**src/rtl/iob_vexriscv_ibus_axi2iob_pkg.sv**
```systemverilog
// Shared constants, FSM encoding and AR legality check for the iBus AXI-to-IOb bridge.
package iob_vexriscv_ibus_axi2iob_pkg;

    localparam logic [1:0] AXI_BURST_FIXED = 2'b00;
    localparam logic [1:0] AXI_BURST_INCR  = 2'b01;
    localparam logic [1:0] AXI_RESP_OKAY   = 2'b00;
    localparam logic [1:0] AXI_RESP_SLVERR = 2'b10;
    localparam logic [2:0] AXI_SIZE_4B     = 3'd2;
    localparam int         RSP_DEPTH       = 2;

    typedef enum logic [1:0] {
        ST_IDLE  = 2'd0,
        ST_BURST = 2'd1,
        ST_ERR   = 2'd2
    } state_t;

    // Only full-word FIXED/INCR bursts map onto single-word IOb reads.
    function automatic logic ar_legal(input logic [2:0] size, input logic [1:0] burst);
        return (size == AXI_SIZE_4B) && ((burst == AXI_BURST_FIXED) || (burst == AXI_BURST_INCR));
    endfunction

endpackage

```
**src/rtl/iob_ibus_rsp_buf.sv**
```systemverilog
// Two-entry register FIFO holding IOb read data until the R channel takes it.
module iob_ibus_rsp_buf #(
    parameter int DATA_W = 32
) (
    input  logic              clk_i,
    input  logic              arst_n_i,
    input  logic              cke_i,
    input  logic              push_i,
    input  logic [DATA_W-1:0] data_i,
    input  logic              pop_i,
    output logic [DATA_W-1:0] data_o,
    output logic              full_o,
    output logic              empty_o,
    output logic [1:0]        level_o
);

    logic [1:0][DATA_W-1:0] mem_q;
    logic                   wr_ptr_q;
    logic                   rd_ptr_q;
    logic [1:0]             level_q;

    // Caller guarantees no push on full without a pop and no pop on empty.
    always_ff @(posedge clk_i or negedge arst_n_i) begin
        if (!arst_n_i) begin
            mem_q    <= '0;
            wr_ptr_q <= 1'b0;
            rd_ptr_q <= 1'b0;
            level_q  <= 2'd0;
        end else if (cke_i) begin
            if (push_i) begin
                mem_q[wr_ptr_q] <= data_i;
                wr_ptr_q        <= ~wr_ptr_q;
            end
            if (pop_i) rd_ptr_q <= ~rd_ptr_q;
            case ({push_i, pop_i})
                2'b10:   level_q <= level_q + 2'd1;
                2'b01:   level_q <= level_q - 2'd1;
                default: ;
            endcase
        end
    end

    assign data_o  = mem_q[rd_ptr_q];
    assign full_o  = (level_q == 2'd2);
    assign empty_o = (level_q == 2'd0);
    assign level_o = level_q;

endmodule

```
**src/rtl/iob_vexriscv_ibus_axi2iob.sv**
```systemverilog
// AXI4 read-only slave turning VexRiscv iBus bursts into single-word IOb reads,
// with at most two reads in flight or buffered so R backpressure never loses data.
module iob_vexriscv_ibus_axi2iob
    import iob_vexriscv_ibus_axi2iob_pkg::*;
#(
    parameter int ADDR_W    = 32,
    parameter int DATA_W    = 32,
    parameter int AXI_ID_W  = 1,
    parameter int AXI_LEN_W = 8
) (
    input  logic                  clk_i,
    input  logic                  arst_n_i,
    input  logic                  cke_i,
    input  logic                  axi_arvalid_i,
    output logic                  axi_arready_o,
    input  logic [ADDR_W-1:0]     axi_araddr_i,
    input  logic [AXI_ID_W-1:0]   axi_arid_i,
    input  logic [AXI_LEN_W-1:0]  axi_arlen_i,
    input  logic [2:0]            axi_arsize_i,
    input  logic [1:0]            axi_arburst_i,
    output logic                  axi_rvalid_o,
    input  logic                  axi_rready_i,
    output logic [DATA_W-1:0]     axi_rdata_o,
    output logic [AXI_ID_W-1:0]   axi_rid_o,
    output logic [1:0]            axi_rresp_o,
    output logic                  axi_rlast_o,
    output logic                  iob_avalid_o,
    output logic [ADDR_W-1:0]     iob_addr_o,
    output logic [DATA_W-1:0]     iob_wdata_o,
    output logic [DATA_W/8-1:0]   iob_wstrb_o,
    input  logic                  iob_ready_i,
    input  logic                  iob_rvalid_i,
    input  logic [DATA_W-1:0]     iob_rdata_i
);

    localparam logic [AXI_LEN_W:0] CNT_ONE = (AXI_LEN_W+1)'(1);

    state_t                state_q, state_d;
    logic                  rst_done_q;
    logic [AXI_ID_W-1:0]   id_q;
    logic [ADDR_W-1:0]     addr_q;
    logic [AXI_LEN_W:0]    len_q;
    logic [AXI_LEN_W:0]    issued_q;
    logic [AXI_LEN_W:0]    delivered_q;
    logic                  incr_q;
    logic [1:0]            outst_q;

    logic                  ar_hs, iob_hs, r_hs, last_beat;
    logic                  rsp_take, rsp_push, buf_pop, credit_ok;
    logic                  buf_full, buf_empty;
    logic [1:0]            buf_level;
    logic [2:0]            occupancy;
    logic [DATA_W-1:0]     buf_data;

    assign ar_hs     = axi_arvalid_i & axi_arready_o;
    assign iob_hs    = iob_avalid_o & iob_ready_i;
    assign r_hs      = axi_rvalid_o & axi_rready_i & cke_i;
    assign last_beat = (delivered_q == len_q);
    assign buf_pop   = r_hs & (state_q == ST_BURST);
    // Read data with nothing outstanding is a memory protocol error; drop it.
    assign rsp_take  = cke_i & iob_rvalid_i & (outst_q != 2'd0);
    assign rsp_push  = rsp_take & (~buf_full | buf_pop);

    // A slot freed by this cycle's pop is reusable now, giving one beat per cycle.
    assign occupancy = {1'b0, buf_level} + {1'b0, outst_q};
    assign credit_ok = occupancy < (3'(RSP_DEPTH) + {2'b00, buf_pop});

    iob_ibus_rsp_buf #(.DATA_W(DATA_W)) u_rsp_buf (
        .clk_i    (clk_i),
        .arst_n_i (arst_n_i),
        .cke_i    (cke_i),
        .push_i   (rsp_push),
        .data_i   (iob_rdata_i),
        .pop_i    (buf_pop),
        .data_o   (buf_data),
        .full_o   (buf_full),
        .empty_o  (buf_empty),
        .level_o  (buf_level)
    );

    always_ff @(posedge clk_i or negedge arst_n_i) begin
        if (!arst_n_i) begin
            state_q     <= ST_IDLE;
            rst_done_q  <= 1'b0;
            id_q        <= '0;
            addr_q      <= '0;
            len_q       <= '0;
            incr_q      <= 1'b0;
            issued_q    <= '0;
            delivered_q <= '0;
            outst_q     <= 2'd0;
        end else if (cke_i) begin
            state_q    <= state_d;
            rst_done_q <= 1'b1;
            if (ar_hs) begin
                id_q        <= axi_arid_i;
                addr_q      <= {axi_araddr_i[ADDR_W-1:2], 2'b00};
                len_q       <= {1'b0, axi_arlen_i};
                incr_q      <= (axi_arburst_i == AXI_BURST_INCR);
                issued_q    <= '0;
                delivered_q <= '0;
            end else begin
                if (iob_hs) begin
                    issued_q <= issued_q + CNT_ONE;
                    if (incr_q) addr_q <= addr_q + ADDR_W'(4);
                end
                if (r_hs) delivered_q <= delivered_q + CNT_ONE;
            end
            case ({iob_hs, rsp_take})
                2'b10:   outst_q <= outst_q + 2'd1;
                2'b01:   outst_q <= outst_q - 2'd1;
                default: ;
            endcase
        end
    end

    always_comb begin
        state_d = state_q;
        case (state_q)
            ST_IDLE:  if (ar_hs) state_d = ar_legal(axi_arsize_i, axi_arburst_i) ? ST_BURST : ST_ERR;
            ST_BURST,
            ST_ERR:   if (r_hs && last_beat) state_d = ST_IDLE;
            default:  state_d = ST_IDLE;
        endcase
    end

    always_comb begin
        axi_arready_o = cke_i & rst_done_q & (state_q == ST_IDLE);
        axi_rvalid_o  = 1'b0;
        axi_rdata_o   = '0;
        axi_rresp_o   = AXI_RESP_OKAY;
        case (state_q)
            ST_BURST: begin
                axi_rvalid_o = ~buf_empty;
                axi_rdata_o  = buf_empty ? '0 : buf_data;
            end
            ST_ERR: begin
                axi_rvalid_o = 1'b1;
                axi_rresp_o  = AXI_RESP_SLVERR;
            end
            default: ;
        endcase
        axi_rlast_o = axi_rvalid_o & last_beat;
    end

    assign iob_avalid_o = cke_i & (state_q == ST_BURST) & (issued_q <= len_q) & credit_ok;
    assign iob_addr_o   = addr_q;
    assign iob_wdata_o  = '0;
    assign iob_wstrb_o  = '0;
    assign axi_rid_o    = id_q;

endmodule

```
**config.mk**
```make
export PLATFORM = sky130hd
export DESIGN_NAME = iob_vexriscv_ibus_axi2iob
export DESIGN_NICKNAME = d
export VERILOG_FILES = /design/src/rtl/iob_vexriscv_ibus_axi2iob_pkg.sv /design/src/rtl/iob_ibus_rsp_buf.sv /design/src/rtl/iob_vexriscv_ibus_axi2iob.sv
export SDC_FILE = /design/constraint.sdc
export NUM_CORES = 1
export LEC_CHECK = 0
export BUFFER_PORTS_ARGS = -buffer_cell sky130_fd_sc_hd__buf_4
export CAP_MARGIN = 25
export CORE_ASPECT_RATIO = 0.5
export CORE_MARGIN = 1
export CORE_UTILIZATION = 50
export CTS_BUF_LIST = sky130_fd_sc_hd__clkbuf_2
export CTS_CLUSTER_DIAMETER = 100
export DETAILED_ROUTE_END_ITERATION = 8
export PLACE_DENSITY = 0.87
export SETUP_SLACK_MARGIN = 0.4
export SYNTH_ARGS = -nofsm -noshare
export SYNTH_HDL_FRONTEND = slang
export SYNTH_SLANG_ARGS = --single-unit
```
**constraint.sdc**
```tcl
create_clock -name clk_i -period 3.7 [get_ports clk_i]
set_input_delay 0.555 -clock clk_i [delete_from_list [all_inputs] [get_ports clk_i]]
set_output_delay 0.555 -clock clk_i [all_outputs]
set_load 0.02 [all_outputs]
```
# --- Yosys cells after proc, flatten, opt, wreduce, memory -nomap -nowiden ---
# Index checks and enable logic that the tools add are counted.
op_classes:
  n_eq_ne: 12
  magnitude_cmp: 5
  muxes: 22
  n_addsub: 9
  n_bitwise: 19
  reduce_logical: 23
op_table:
  columns: ["op", "count"]
  rows:
  - ["$mux 32", 8]
  - ["$bwmux 64", 1]
  - ["$mux 9", 4]
  - ["$add 32x3->32 const B", 1]
  - ["$demux 32 s1", 1]
  - ["$add 9x1->9 const B", 2]
  - ["$and 1x1->1", 14]
  - ["$reduce_and 2->1", 7]
  - ["$pmux 2 s2", 3]
  - ["$reduce_bool 2->1", 6]
  - ["$eq 9x8->1", 1]
  - ["$le 9x8->1", 1]
  - ["$eq 2x1->1 const B", 4]
  - ["$eq 2x2->1 const B", 4]
  - ["$mux 2", 4]
  - ["$logic_not 2->1", 3]
  - ["$reduce_and 3->1", 2]
  - ["$add 2x1->2 const B", 2]
  - ["$lt 1x2->1 const B", 2]
  - ["$ne 2x2->1 const B", 2]
  - ["$not 1->1", 4]
  - ["$sub 2x1->2 const B", 2]
  - ["$add 2x1->3 const A", 1]
  - ["$add 2x2->3", 1]
  - ["other kinds (8)", 10]
totals:
  in_bits: 85
  regBits: 133
  output_inout_bits: 107
  wordCells: 104

# --- Longest topological paths before layout ---
logic_depth:
  word_depth: 13
  mapped_depth: 11
  depth_no_buf: 10

# --- Hierarchy ---
# Synthesis repeated with hierarchy kept, for this count alone.
hier_totals:
  hier_cells: 682
  hier_area_um2: 7414.6
by_module_without_submodules:
  columns: ["module", "n_inst", "cells_each", "area_each_um2"]
  rows:
  - ["iob_vexriscv_ibus_axi2iob", 1, 491, 4319.1]
  - ["iob_ibus_rsp_buf", 1, 191, 3095.5]

# --- Worst setup path after synthesis ---
# Ideal clock, no wire load.
synth_path:
  kind: "register -> register"
  start: "reg len_q[7]"
  end: "reg outst_q[1]"
  path_stages_with_launch: 12
  path_slack_ps: 1055
  synth_period_minus_slack_ps: 2645
  arrival_ps: 2565
  cell_sequence: "dfrtp_1 inv_1 ha_1 and4b_1 a2111oi_2 a211oi_1 or3b_1 buf_2 ha_1 nand2b_1 nor2_1 xnor2_1"
synth_between:
  elab_chain_cells: 7
  elab_cells_between_ends: 9
  classes_between: "order compare: 1; eq/ne: 2; mux: 1; bitwise: 3; reduce/logical: 2"
synth_rtl:
  columns: ["element", "line_no", "text"]
  rows:
  - ["start: declaration", "iob_vexriscv_ibus_axi2iob.sv:42", "logic [AXI_LEN_W:0] len_q;"]
  - ["start signal: assignment", "iob_vexriscv_ibus_axi2iob.sv:98", "len_q <= {1'b0, axi_arlen_i};"]
  - ["$le 9x8->1 *", "iob_vexriscv_ibus_axi2iob.sv:146", "assign iob_avalid_o = cke_i & (state_q == ST_BURST) & (issued_q <= len_q) & credit_ok;"]
  - ["$and 1x1->1 * (2 in a row)", "iob_vexriscv_ibus_axi2iob.sv:146", null]
  - ["$and 1x1->1 *", "iob_vexriscv_ibus_axi2iob.sv:56", "assign iob_hs = iob_avalid_o & iob_ready_i;"]
  - ["$eq 2x1->1 or $eq 2x2->1 (tied branches)", "iob_vexriscv_ibus_axi2iob.sv:109", "case ({iob_hs, rsp_take})"]
  - ["$reduce_bool 2->1 (no line)", null, null]
  - ["$reduce_and 2->1 (no line)", null, null]
  - ["end signal: assignment", "iob_vexriscv_ibus_axi2iob.sv:110", "2'b10: outst_q <= outst_q + 2'd1;"]
  - ["end signal: assignment", "iob_vexriscv_ibus_axi2iob.sv:111", "2'b01: outst_q <= outst_q - 2'd1;"]
  - ["end: declaration", "iob_vexriscv_ibus_axi2iob.sv:46", "logic [1:0] outst_q;"]
# Mark *: on every way between the ends. The rest lies on a longest branch, timed or not.
# A chain may end at the register's enable or synchronous reset.

# --- Worst setup path after layout ---
layout_path:
  start: "reg len_q[7]"
  end: "out iob_avalid_o"
layout_between:
  elab_chain_cells: 3
layout_rtl:
  columns: ["element", "line_no", "text"]
  rows:
  - ["$le 9x8->1", "iob_vexriscv_ibus_axi2iob.sv:146", null]
  - ["$and 1x1->1 (2 in a row)", "iob_vexriscv_ibus_axi2iob.sv:146", null]
  - ["end: declaration", "iob_vexriscv_ibus_axi2iob.sv:27", "output logic iob_avalid_o,"]
# Every way passes these cells.

==> out/qor.csv <==
stage,metric,value,unit
place,GPL Wtd Cong,0.807,
floorplan,Initial Util,51.6,%
cts,worst-case clock buffer depth,2,
run,MaxCap Viol Count,0,
cts,H-Tree Level Count,4,
yosys,Yosys Warn Count,0,
sta,worst hold slack,0.0794,ns
cts,clk_lat worst skew,0.68,ns
floorplan,# rows,30,
layout,fin nets,947,
layout,multi-input combinational cell area,3470,um^2
detailed_routing,Final ANT Viol Nets,0,
layout,layout overhead on the synthesized area,25.3,%
pwr,LEAKAGE,4.06,nW
pwr,P per Cell Area,629,nW/um^2
global_routing,first-pass GRT wire length,25700,um
sta,Worst-Margin Slew,1.04,ns
place,post-detail-place hpwl,10700,um
yosys,mapped cell area,7030,um^2
global_routing,number of global-route vias before repair,5436,
cts,CTS buffer count,17,
worst_hold_path,worst hold path type,input port to register,
sta,unrepaired setup endpoints after global routing,false,
yosys,"FFs w/ async S/R, synth",100,%
layout,sequential cell area,3280,um^2
setup_path,CP Data Arrival Time,2.58,ns
yosys,"EDFF count, synth",0,
cts,root buf cell,clkbuf_2,
pwr,Overall Power,5.54,mW
sta,"Hold Vio Cnt, Final",0,
sta,relative max-transition margin,30.8,%
layout,Layout fillers,1016,
setup_path,Setup CP Type,register to primary output,
cts,TritonCTS clock tree,built,
setup_path,crit path max fanout,5,
detailed_routing,drt pass-1 iters,5,
place,port bufs,150,
yosys,cell accounting for the most synthesized area,dfrtp_1,
floorplan,die area,14600,um^2
cts,# clock sinks,131,
setup_path,worst-path cell chain,inv_1 -> ha_4 -> and4b_2 -> a2111oi_4 -> a211oi_4 -> buf_6 -> nor2_1 -> buf_4,
global_routing,pin count of the biggest net entering global routing,74,
sta,final setup TNS,0,ns
detailed_routing,WL final,16200,um
global_routing,GRT overflow,0,
yosys,post-synthesis cell type count,52,
detailed_routing,average wire per cell in the routed design,15.4,um
yosys,synth top area cells,"dfrtp_1, mux2_2, xnor2_1",
sta,final setup vio count,0,
yosys,Synth top area share,46.6,%
setup_path,CP startpoint kind,register,
detailed_routing,DRT iter0 DRCs,353,
setup_path,Worst Setup End Kind,primary output,
pwr,worst vdd ir,0.376,mV
detailed_routing,vias post-DR,5576,
floorplan,Die X,170,um
setup_path,"Data required, critical path",3.14,ns
yosys,syn_area_per_cell,10.4,um^2
detailed_routing,Vias per Instance,5.32,
floorplan,Ports,192,
yosys,Mapped Cells,676,
layout,ANT cells,0,
floorplan,Chip Height,85.9,um
cts,"Reg clk slew, reported paths",0.22,ns
sta,Fmax,0.319,GHz
floorplan,Core Area,13600,um^2
setup_path,"Largest stage delay, worst path",0.44,ns
sta,Clock Skew,0.0444,ns
sta,period utilization,84.6,%
run_status,status,"finished, final reports clean",
sta,"Slew Viols, Final",0,
setup_path,slowest cell on the critical path,dfrtp_1,
global_routing,initial antenna violation count,0,
yosys,Synth Flop Type,dfrtp_1,
layout,layout cells sized above 1,32.6,%
yosys,Seq cells post-synth,131,
yosys,post-synthesis sequential area ratio,46.6,%
detailed_routing,DRC Markers,0,
global_routing,all-layer global routing usage,22.4,%
sta,crit path time final,3.13,ns
[cell usage after synthesis, drive strengths merged (6+ instances only)]
library cell	count
xnor2	44
nand4	12
nor4	15
mux2i	34
xor2	8
nor3	6
and3	6
nand3	12
o21ai	32
buf	51
dfrtp	131
or3	7
mux2	64
nor2	61
nand2	59
clkbuf	22
inv	22
a21oi	18
ha	17
[logic make-up (layout without fill, tap and decap cells)]
family,after synthesis,after routing,synth area share (%)
adders and majority gates,18,18,3.31
AOI/OAI and AO/OA,74,74,6.58
DFF,131,131,46.6
muxes,98,98,15.1
other,1,39,0.0533
xor gates and xnor gates,52,52,6.47
and+or+nand+nor,207,207,14.5
buffers and inverters,95,238,7.36
[per-stage QoR]
stage	setup slack, ns	instances	util, %	cell area, um^2
after global placement	0.769	995	60.7	8270
after global routing	0.415	1049	64.7	8810
after CTS	0.403	1029	63.1	8600
final	0.568	1049	64.7	8810
after floorplan	1.05	714	-	7180
after detailed placement	0.657	995	60.7	8270
[routing by layer]
| layer | vias up | wire length (um) | part of all wire (%) | GRT usage [%] |
|---|---|---|---|---|
| met5 | - | 0 | 0 | 0 |
| met4 | 0 | 282 | 1.7 | 6.72 |
| met3 | 35 | 742 | 4.6 | 5.08 |
| met2 | 199 | 8330 | 51 | 39.4 |
| met1 | 2728 | 6820 | 42 | 27.7 |
| li1 | 2614 | - | - | - |
[report_power, final]
group	leakage [nW]	switching, mW	total, mW	internal (mW)
Combinational	2.20	1.05	2.12	1.06
Sequential	1.70	0.476	2.40	1.92
Clock	0.162	0.578	1.03	0.452
[critical path: cells and delay by family (launching register included)]
family	cells	cell delay (ns)
adder cells (fa/ha/maj)	1	0.23
AND/OR/NAND/NOR	2	0.35
AO/OA/AOI/OAI	2	0.46
buffers and inverters	3	0.41
flip-flops	1	0.44
[what timing repair did]
item                                   in CTS  in global routing
pin swaps                                   1                  0
gates resized for setup                     4                  8
buffers inserted                            1                  9
cloned                                      0                  1
setup endpoints to repair                   1                  1
hold buffers                                1                 10
endpoints found under the hold margin      54                 10
[final timing paths]
path | start | end | slack, ns | cells after the start
max in group asynchronous | arst_n_i | u_rsp_buf.mem_q[9]$_DFFE_PN0P_ | 2.21 | 3
min | axi_araddr_i[14] | iob_addr_o[14]$_DFFE_PN0P_ | 0.08 | 3
min in group asynchronous | arst_n_i | delivered_q[2]$_DFFE_PN0P_ | 0.54 | 2
max | len_q[7]$_DFFE_PN0P_ | iob_avalid_o | 0.57 | 8
min reg2reg | rst_done_q$_DFFE_PN0P_ | rst_done_q$_DFFE_PN0P_ | 0.49 | 1
max reg2reg | len_q[7]$_DFFE_PN0P_ | issued_q[5]$_DFFE_PN0P_ | 0.60 | 10
[registers in the layout, indices dropped and copies added (netlist names)]
signal              count
state_q                 2
outst_q                 2
issued_q                9
u_rsp_buf.rd_ptr_q      1
delivered_q             9
iob_addr_o             30
u_rsp_buf.level_o       2
rst_done_q              1
len_q                   8
u_rsp_buf.wr_ptr_q      1
axi_rid_o               1
incr_q                  1
u_rsp_buf.mem_q        64
[placed cells by master, fill, tap and decap left out, types with 22 or more instances in the layout]
cell and n:
mux2i_1 34, nor2_1 60, conb_1 39, inv_1 22, nand2_1 59, dfrtp_1 128
buf_4 168, xnor2_1 44, mux2_2 54
[cell type report]
type,instances,share of cell area (%)
inverter,22,0.937
sequential,131,37.2
multi-input combinational,488,39.4
clock inverter,15,2.33
clock buffer,17,0.965
timing repair buffer,184,16.4
tap,192,2.73
(Power assumes the default switching activity.)
